==> src/rtl/pred_ctx_seq.sv <==
// Context sequencer for the per-PE predicate register file.
// Holds a small memory of predicate-control words loaded over a valid/ready
// port and replays words 0..len-1 for a number of iterations once started.
// All control outputs come straight from registers, so they are stable across
// the negedge where the predicate file writes.
module pred_ctx_seq #(
    parameter int unsigned CTX_DEPTH = 16,
    parameter int unsigned AW        = 4,
    parameter int unsigned CW        = 48,
    parameter int unsigned ITW       = 16
) (
    input  logic           CLK,
    input  logic           RST,
    input  logic           cfg_valid,
    output logic           cfg_ready,
    input  logic [AW-1:0]  cfg_addr,
    input  logic [CW-1:0]  cfg_data,
    input  logic           start,
    input  logic [AW:0]    ctx_len,
    input  logic [ITW-1:0] iter_cnt,
    input  logic           stall,
    input  logic           abort,
    output logic           busy,
    output logic           done,
    output logic           err,
    output logic [AW-1:0]  pc,
    output logic           write_back_p,
    output logic [8:0]     control_in_p,
    output logic [5:0]     control_put_in_p,
    output logic [5:0]     control_put_out_p,
    output logic [5:0]     control_pred,
    output logic [5:0]     control_send_p,
    output logic [8:0]     control_out_p,
    output logic [3:0]     control_pe2fu_p
);

    // NOP: puts target the scratch slot 63, pe2fu all-ones makes pred_out read 0.
    localparam logic [CW-1:0] NopWord =
        CW'({1'b0, 1'b0, 9'd0, 6'd63, 6'd63, 6'd0, 6'd0, 9'd0, 4'hF});
    localparam logic [AW:0] MaxLen = (AW+1)'(CTX_DEPTH);

    typedef enum logic [0:0] {StIdle, StRun} state_e;

    state_e         state_q, state_d;
    logic [AW-1:0]  pc_q, pc_d;
    logic [AW:0]    len_q, len_d;
    logic [ITW-1:0] iter_q, iter_d;
    logic [CW-1:0]  word_q, word_d;
    logic           hold_q, hold_d;
    logic           done_q, done_d;
    logic           err_q, err_d;

    logic [CW-1:0]  mem [CTX_DEPTH];

    logic           cfg_we;
    logic           start_ok;
    logic           last_word;
    logic [AW-1:0]  pc_next;
    logic [CW-1:0]  word0;

    assign cfg_we    = cfg_valid && (state_q == StIdle);
    assign start_ok  = (ctx_len != '0) && (ctx_len <= MaxLen) && (iter_cnt != '0);
    assign last_word = ({1'b0, pc_q} == (len_q - (AW+1)'(1)));
    assign pc_next   = last_word ? '0 : pc_q + AW'(1);
    // A write to word 0 in the start cycle must be visible to the first replayed word.
    assign word0     = (cfg_we && (cfg_addr == '0)) ? cfg_data : mem[0];

    // Context memory: written only in IDLE, never reset.
    always_ff @(posedge CLK) begin
        if (cfg_we) begin
            mem[cfg_addr] <= cfg_data;
        end
    end

    // State and output registers.
    always_ff @(posedge CLK or posedge RST) begin
        if (RST) begin
            state_q <= StIdle;
            pc_q    <= '0;
            len_q   <= '0;
            iter_q  <= '0;
            word_q  <= NopWord;
            hold_q  <= 1'b0;
            done_q  <= 1'b0;
            err_q   <= 1'b0;
        end else begin
            state_q <= state_d;
            pc_q    <= pc_d;
            len_q   <= len_d;
            iter_q  <= iter_d;
            word_q  <= word_d;
            hold_q  <= hold_d;
            done_q  <= done_d;
            err_q   <= err_d;
        end
    end

    // Next-state: launch checks in IDLE, sequencing/stall/abort in RUN.
    // hold_q marks a word at pc_q that was parked by stall and not yet emitted,
    // so a stall never causes the same word to be written twice.
    always_comb begin
        state_d = state_q;
        pc_d    = pc_q;
        len_d   = len_q;
        iter_d  = iter_q;
        word_d  = word_q;
        hold_d  = hold_q;
        done_d  = 1'b0;
        err_d   = 1'b0;
        unique case (state_q)
            StIdle: begin
                word_d = NopWord;
                pc_d   = '0;
                hold_d = 1'b0;
                if (start) begin
                    if (start_ok) begin
                        state_d = StRun;
                        len_d   = ctx_len;
                        iter_d  = iter_cnt;
                        word_d  = word0;
                    end else begin
                        err_d = 1'b1;
                    end
                end
            end
            StRun: begin
                if (abort) begin
                    state_d = StIdle;
                    word_d  = NopWord;
                    pc_d    = '0;
                    hold_d  = 1'b0;
                end else if (hold_q) begin
                    if (stall) begin
                        word_d = NopWord;
                    end else begin
                        word_d = mem[pc_q];
                        hold_d = 1'b0;
                    end
                end else if (last_word && (iter_q == ITW'(1))) begin
                    state_d = StIdle;
                    word_d  = NopWord;
                    pc_d    = '0;
                    done_d  = 1'b1;
                end else begin
                    pc_d = pc_next;
                    if (last_word) begin
                        iter_d = iter_q - ITW'(1);
                    end
                    if (stall) begin
                        word_d = NopWord;
                        hold_d = 1'b1;
                    end else begin
                        word_d = mem[pc_next];
                    end
                end
            end
            default: state_d = StIdle;
        endcase
    end

    assign cfg_ready         = (state_q == StIdle);
    assign busy              = (state_q == StRun);
    assign done              = done_q;
    assign err               = err_q;
    assign pc                = pc_q;
    assign write_back_p      = word_q[46];
    assign control_in_p      = word_q[45:37];
    assign control_put_in_p  = word_q[36:31];
    assign control_put_out_p = word_q[30:25];
    assign control_pred      = word_q[24:19];
    assign control_send_p    = word_q[18:13];
    assign control_out_p     = word_q[12:4];
    assign control_pe2fu_p   = word_q[3:0];

    // Bit 47 is a spare field in the word format.
    logic unused_spare;
    assign unused_spare = word_q[CW-1];

endmodule

==> config.mk <==
export PLATFORM = sky130hd
export DESIGN_NAME = pred_ctx_seq
export DESIGN_NICKNAME = d
export VERILOG_FILES = /design/src/rtl/pred_ctx_seq.sv
export SDC_FILE = /design/constraint.sdc
export NUM_CORES = 1
export LEC_CHECK = 0
export ABC_CLOCK_PERIOD_IN_PS = 8600
export CAP_MARGIN = 10
export CORE_MARGIN = 2
export CORE_UTILIZATION = 45
export CTS_BUF_LIST = sky130_fd_sc_hd__clkbuf_16
export DETAILED_ROUTE_END_ITERATION = 8
export GPL_TIMING_DRIVEN = 1
export PLACE_DENSITY = 0.6
export REMOVE_ABC_BUFFERS = 1
export SLEW_MARGIN = 15
export SYNTH_ARGS = -nofsm -noshare
export SYNTH_HDL_FRONTEND = slang
export SYNTH_SLANG_ARGS = --single-unit
==> constraint.sdc <==
create_clock -name CLK -period 8.6 [get_ports CLK]
set_input_delay 1.72 -clock CLK [delete_from_list [all_inputs] [get_ports CLK]]
set_output_delay 1.72 -clock CLK [all_outputs]
set_load 0.01 [all_outputs]
# Word level (Yosys, flattened, before mapping)
# Memory sizes are Yosys's and may differ from the RTL's.
# Index checks and enable logic that the tools add are counted.
# word_totals
regBits	76
mem_bits_rw	768
inputBits	79
out_inout_bits	55
elab_cells	74
mem_count	1
# mem_list
name	depth	word_bits	read_ports	rd_clocked_by_memory_dff	write_ports	line_no	rtl
mem	16	48	3	0	1	53	logic [CW-1:0] mem [CTX_DEPTH];
# classes
add_sub_neg	3
order_cmp	1
eq_ne	9
n_mux	41
n_bitwise	1
n_reduce_logical	10
# op_table
cell	count
$mux 47	8
$mux 16	6
$pmux 47 s2	1
$pmux 16 s2	1
$mux 1	18
$eq 16x1->1 const B	1
$mux 4	4
$reduce_bool 16->1	1
$sub 16x1->16 const B	1
$pmux 4 s2	1
$ne 2x1->1 const B	3
$ne 2x2->1 const B	3
$reduce_and 6->1	1
$eq 4x5->1	1
$le 5x5->1 const B	1
$logic_and 1x1->1	5
$reduce_bool 5->1	1
$sub 5x1->5 const B	1
$add 4x1->4 const B	1
$logic_not 4->1	1
$pmux 1 s2	2
$ne 3x3->1 const B	1
$reduce_and 3->1	1
$not 1->1	1

# Logic depth before layout (Yosys ltp)
# Gate-level depths: netlist (run 1).
# An unclocked memory read counts as a cell.
# depth
depth_word	9
mapped_depth	12
ltp_nobuf	9

# Least setup slack after synthesis (run 1)
# OpenSTA, ideal clock, no wires.
# synth_timing
path_kind	input-to-reg
startpoint	in cfg_valid
endpoint	mem mem[8][0] (enable)
setup_time_ns	0.510
arrival_ns	5.486
slack_ns	2.604
path_stages	3
cell_sequence	nand2b_1 -> or3b_2 -> nor3_1
# synth_between
elab_chain_len	3
# synth_rtl
item	line_no	rtl
start, declared	14	input logic cfg_valid,
$logic_and 1x1->1	61	assign cfg_we = cfg_valid && (state_q == StIdle);
$mux 1	70	if (cfg_we) begin
$mux 1 (not written as such)	71	mem[cfg_addr] <= cfg_data;
end, declared	53	
# No other way between the ends.

# Final worst setup path (run 1)
# layout_timing
startpoint	reg state_q, in the netlist busy
endpoint	out cfg_ready
# layout_between
elab_chain_len	1
# layout_rtl
item	line_no	rtl
start, declared	44	state_e state_q, state_d;
start signal, assigned	78	state_q <= StIdle;
start signal, assigned	87	state_q <= state_d;
$not 1->1 (no source line)	-	
end, declared	15	output logic cfg_ready,
# No other way between the ends.

==> results.py, run 1 <==
metrics = {
    "outcome": {
        "outcome": "finished clean",
    },
    "timing": {
        "hold_ws_ns": 0.5080,
        "fin_crit_ns": 4.837,
        "slew-limit-headroom": 0.1910,
        "setup_slack_ns": 3.763,
        "rsz0062_at_grt": "false",
        "final-max-slew-violation-count": 0,
        "max_freq_ghz": 0.2068,
        "min_period_over_period": 0.5624,
        "setup_violations": 0,
        "fin_skew_ns": 0.01815,
        "hold_viol": 0,
        "worst_pin_slew_ns": 1.213,
    },
    "pwr": {
        "p_sw_frac": 0.2427,
        "power.density_mw_per_mm2": 211.2,
        "seqPwrFrac": 0.489,
        "ir_drop_uv": 150.7,
        "pwr-share-comb": 0.106,
        "p_sw_w": 0.002273,
        "pwr-share-clk": 0.404,
        "p_int_w": 0.007092,
        "p_leak_nw": 13.47,
    },
    "global_routing": {
        "gr-total-overflow": 0,
        "grt_pass1_wl_um": 168900,
        "grt_pass1_vias": 25310,
        "grt_use_total": 0.2582,
        "antenna_found_initial": 3,
        "grt_max_degree": 95,
    },
    "critical_path": {
        "cp-end-kind": "output port",
        "timing.rr.start": "pc[0]$_DFFE_PP0P_",
        "start_kind": "flip-flop",
        "rr_endpoint": "word_q[23]$_DFF_PP0_",
        "arrival_ns": 3.12,
        "cp_max_fo": 35,
        "r2r_slack_ns": 3.87,
        "startpoint": "busy$_DFF_PP0_",
        "crit_type": "flip-flop to output port",
        "crit_required_ns": 6.88,
        "rr_worst_depth": 9,
    },
    "logic_synthesis": {
        "yosys.area.top_type": "edfxtp_1",
        "yosys.area_share.adder": 0.001289,
        "synth_area_leaders": "edfxtp_1 58%, mux4_2 11%, mux2i_1 6.9%",
        "syn-cell-area_mm2": 0.03884,
        "synth_commonest_cells": "752 x edfxtp_1, 267 x mux2i_1, 186 x mux4_2",
        "yosys_warnings": 0,
        "synth.distinct_cells": 72,
        "synth_top_family_by_area": "multiplexers",
        "async_flop_share": 0.09179,
        "synth_seq_cells": 828,
        "synth-simple-area-share": 0.04130,
        "seq_area_frac_synth": 0.6309,
        "yosysMostFrequentCell": "edfxtp_1",
        "synth_xor_area_frac": 0.002448,
        "syn_inst": 2488,
        "synth_flop_cell": "edfxtp_1",
        "syn_avg_cell_area_um2": 15.61,
        "synth_enable_flop_cells": 752,
        "yosysTopAreaCellShare": 0.5814,
        "synth_mux_area_frac": 0.1851,
        "synth_compound_area_frac": 0.1142,
    },
    "clock_network": {
        "cts.repair.resized": 0,
        "cts_sinks": 828,
        "cts.path.max_buffers": 3,
        "cts_tree": "yes",
        "clk_pin_slew_ns": 0.06,
        "cts_root_buffer": "clkbuf_16",
        "numCtsBuffers": 88,
        "clk_latency_ns": 0.64,
        "cts_setup_buffers": 0,
        "ctsHoldBuffers": 0,
        "htree_levels": 3,
    },
    "detailed_routing": {
        "via_count": 24980,
        "drc": 0,
        "routed_wl_um": 115700,
        "drt_pass1_iterations": 6,
        "drtIter0Drc": 3007,
        "antenna_left": 0,
        "wl_per_cell_um": 30.47,
        "viasPerCell": 6.578,
    },
    "finish": {
        "layout.nets": 2663,
        "insertedDiodeCount": 0,
        "final_area_mm2": 0.04435,
        "synthToLayoutAreaGrowth_pct": 14.17,
        "final_util": 0.5192,
        "drive_gt1_frac": 0.1914,
        "fill_cells": 7039,
    },
    "floorplanning": {
        "ioPinCount": 134,
        "die_h_um": 297.8,
        "core_area_mm2": 0.08541,
        "initial_core_util": 0.4547,
        "fp.dieW_um": 297.8,
        "core.rowCount": 107,
        "dieArea_mm2": 0.08868,
    },
    "flow_run": {
        "drv_cap": 0,
    },
    "hold_path": {
        "whs_endpoint": "iter_q[15]$_DFFE_PP0P_",
        "hold_depth": 1,
        "min_from": "iter_q[15]$_DFFE_PP0P_",
        "hold_class": "flip-flop to flip-flop",
    },
    "placement": {
        "gp_congestion": 0.8093,
        "pre_cts_ws_ns": 3.652,
        "placed_area_mm2": 0.04142,
        "dp_hpwl_um": 60450,
        "io_buffers": 132,
    },
}
[power by group through the flow]
stage	Sequential (W)	Clock [W]	Combinational, W
after detailed placement	0.00467	0	0.000979
after CTS	0.00458	0.00385	0.000984
after global routing	0.00459	0.00400	0.00105
final	0.00458	0.00379	0.000993
after global placement	0.00466	0	0.000961
after floorplan	0.00471	0	0.000669
[flip-flops by register name (all words and copies together) (netlist names)]
signal / count
len_q: 5
busy: 1
word_q: 47
mem: 752
hold_q: 1
pc: 4
iter_q: 16
done: 1
err: 1
[cells by family (layout without fill, tap and decap cells)]
family,Yosys count,after routing
flip-flops,828,828
AO/OA/AOI/OAI,623,623
multiplexers,482,482
AND/OR/NAND/NOR,335,335
buffers and inverters,206,372
XOR/XNOR,10,10
adder cells (fa/ha/maj),4,4
[per-stage QoR]
stage | power (W) | std cells | TNS (ns)
after global placement | 0.005623 | 3633 | 0
final | 0.009364 | 3798 | 0
after global routing | 0.009645 | 3798 | 0
after detailed placement | 0.005646 | 3633 | 0
after CTS | 0.009416 | 3797 | 0
after floorplan | 0.005375 | 2291 | -435.00
[worst max path at each step]
stage / to / slack [ns] / depth (start not counted)
CTS: cfg_ready / 3.84 / 2
finish: cfg_ready / 3.76 / 2
detailed placement: mem[9][3]$_DFFE_PP_ / 3.65 / 5
floorplan: word_q[44]$_DFF_PP0_ / -7.26 / 6
global placement: mem[9][3]$_DFFE_PP_ / 3.66 / 5
global route: word_q[23]$_DFF_PP0_ / 3.66 / 9
[final cells by class]
class,instances,area [µm²],share of cell area
inverter,9,36.28,0.0008182
tap,1144,1431,0.03228
timing repair buffer,199,1869,0.04215
multi-input combinational,1454,13600,0.3068
clock inverter,72,590.6,0.01332
sequential,828,24510,0.5528
clock buffer,92,2302,0.05192
[placed cells by master, fill, tap and decap left out, types with 61 or more instances in the layout]
cell and n:
mux4_2 186, clkdlybuf4s50_1 132, nor2_1 71, a22oi_1 61, o21ai_0 120, buf_4 64, clkbuf_16 92, edfxtp_1 752
mux2i_1 267, o22ai_1 72, a21oi_1 99, nand2_1 105
[worst max-delay path, cell delays in order (launching register included)]
cell and delay [ns]:
dfrtp_1 1.05, clkinv_1 0.78, clkdlybuf4s50_1 0.66
[layer usage]
metal / share of wire / vias up / global-route usage / wire length, µm
met5: 0.00023 / - / 0 / 27
met4: 0.028 / 4 / 0.08483 / 3207
met3: 0.098 / 218 / 0.05032 / 11330
met2: 0.47 / 1326 / 0.4079 / 54140
met1: 0.41 / 12980 / 0.3612 / 47030
li1: - / 10450 / - / -
No activity file was read; power rests on OpenSTA's default activity.
==> run 2: changes to the inputs <==
ABC_CLOCK_PERIOD_IN_PS = 4660   (was 8600)
clock period = 4.66 ns   (was 8.6 ns; I/O delays follow)
==> results.py, run 2 (synthesized netlist as in run 1, its figures left out) <==
metrics = {
    "timing": {
        "max_freq_ghz": 0.2746,
        "hold_viol": 0,
        "setup_violations": 0,
        "slew-limit-headroom": 0.3314,
        "fin_crit_ns": 3.642,
        "rsz0062_at_grt": "false",
        "final-max-slew-violation-count": 0,
        "fin_skew_ns": 0.02300,
        "worst_pin_slew_ns": 0.9995,
        "min_period_over_period": 0.7815,
    },
    "finish": {
        "layout.nets": 2686,
        "synthToLayoutAreaGrowth_pct": 15.23,
        "final_common_cell": "edfxtp_1",
        "layout_common_cells": "752 x edfxtp_1, 267 x mux2i_1, 186 x mux4_2",
        "final_area_mm2": 0.04476,
        "largest_registers": "mem (752), word_q (47), iter_q (16)",
        "final_cells": 3824,
        "largest_register_ffs": 752,
        "top_register": "mem",
        "drive_gt1_frac": 0.1935,
    },
    "global_routing": {
        "grt_use_met3": 0.04973,
        "gr-total-overflow": 0,
        "grt_use_met1": 0.3669,
        "antenna_found_initial": 4,
        "grt_busiest_layer": "met2",
        "grt_use_total": 0.2612,
        "grt_pass1_wl_um": 171200,
        "globalRouteMet2Util": 0.4106,
        "grt_max_degree": 122,
        "grt_pass1_vias": 25570,
    },
    "hold_path": {
        "hold_depth": 1,
        "min_from": "iter_q[15]$_DFFE_PP0P_",
        "hold_class": "flip-flop to flip-flop",
    },
    "clock_network": {
        "cts.path.max_buffers": 3,
        "clk_latency_ns": 0.65,
        "cts.repair.resized": 0,
        "numCtsBuffers": 87,
        "ctsHoldBuffers": 0,
        "cts_setup_buffers": 0,
        "cts_tree": "yes",
        "clk_pin_slew_ns": 0.06,
        "cts_sinks": 828,
        "cts_root_buffer": "clkbuf_16",
        "htree_levels": 3,
    },
    "placement": {
        "placed_area_mm2": 0.04195,
        "dp_hpwl_um": 64120,
        "io_buffers": 132,
        "gp_congestion": 0.8481,
        "place_inst": 3658,
    },
    "critical_path": {
        "cp-end-kind": "output port",
        "crit_required_ns": 3.73,
        "timing.rr.start": "pc[2]$_DFFE_PP0P_",
        "startpoint": "pc[2]$_DFFE_PP0P_",
        "arrival_ns": 2.71,
        "r2r_slack_ns": 1.03,
        "start_kind": "flip-flop",
        "cp_max_fo": 21,
        "crit_type": "flip-flop to output port",
        "rr_worst_depth": 7,
    },
    "floorplanning": {
        "ioPinCount": 134,
        "die_h_um": 297.8,
        "fp.dieW_um": 297.8,
        "dieArea_mm2": 0.08868,
        "core.rowCount": 107,
        "initial_core_util": 0.4547,
        "core_area_mm2": 0.08541,
    },
    "detailed_routing": {
        "antenna_left": 0,
        "drc": 0,
        "drt_pass1_iterations": 5,
        "via_count": 25190,
        "drtIter0Drc": 2895,
        "viasPerCell": 6.587,
        "wl_per_cell_um": 30.65,
        "routed_wl_um": 117200,
    },
    "pwr": {
        "p_total_w": 0.01716,
        "p_leak_nw": 13.68,
        "power.density_mw_per_mm2": 383.4,
        "ir_drop_uv": 253.3,
    },
    "flow_run": {
        "drv_cap": 0,
    },
    "outcome": {
        "outcome": "finished clean",
    },
}
[run 2: cell types whose count changed in the layout (fill, tap and decap cells not counted), moves of 2 or more]
cell,delta
clkbuf_16,-2
buf_12,+28
diode_2,+3
buf_4,-3
clkinv_2,-5
clkinvlp_4,-5
inv_1,+11
[run 2: path summary, 6_finish.rpt]
kind / endpoint
worst max-delay path: pc[2]
worst min-delay path: iter_q[15]$_DFFE_PP0P_
worst max register to register: word_q[15]$_DFF_PP0_
worst min register to register: iter_q[15]$_DFFE_PP0P_
max in group asynchronous: word_q[35]$_DFF_PP1_
min in group asynchronous: word_q[13]$_DFF_PP0_
[run 2: final cells by class]
| cell class | count | area [µm²] |
|---|---|---|
| antenna | 3 | 7.507 |
| clock buffer | 90 | 2252 |
| clock inverter | 73 | 543.0 |
| fill | 6980 | 40660 |
| inverter | 9 | 36.28 |
| multi-input combinational | 1454 | 13590 |
| sequential | 828 | 24510 |
| tap | 1144 | 1431 |
| timing repair buffer | 223 | 2380 |
[run 2: report_power, final]
part           switching [W]  internal, W
clock                0.00287      0.00393
combinational        0.00116     0.000758
sequential          0.000137      0.00830
total                0.00417       0.0130
[run 2: per-layer routing]
layer  vias to the layer above  wire [µm]
li1                      10510          -
met1                     13150      48240
met2                      1304      55170
met3                       224      10670
met4                         4       3109
met5                         -         23
[run 2: critical path, stage by stage, from the launching register on]
cell and delay [ns]:
dfrtp_2 0.87, buf_4 0.55, clkdlybuf4s50_1 0.63
[run 2: through the flow]
stage	TNS, ns	hold slack, ns	setup slack [ns]	utilization
floorplan	-917.04	0.4724	-11.20	-
global placement	0	0.4862	0.7346	0.4912
detailed placement	0	0.4911	0.7075	0.4912
CTS	0	0.5095	1.012	0.5239
global route	0	0.5303	0.9551	0.5240
finish	0	0.5095	1.018	0.5240
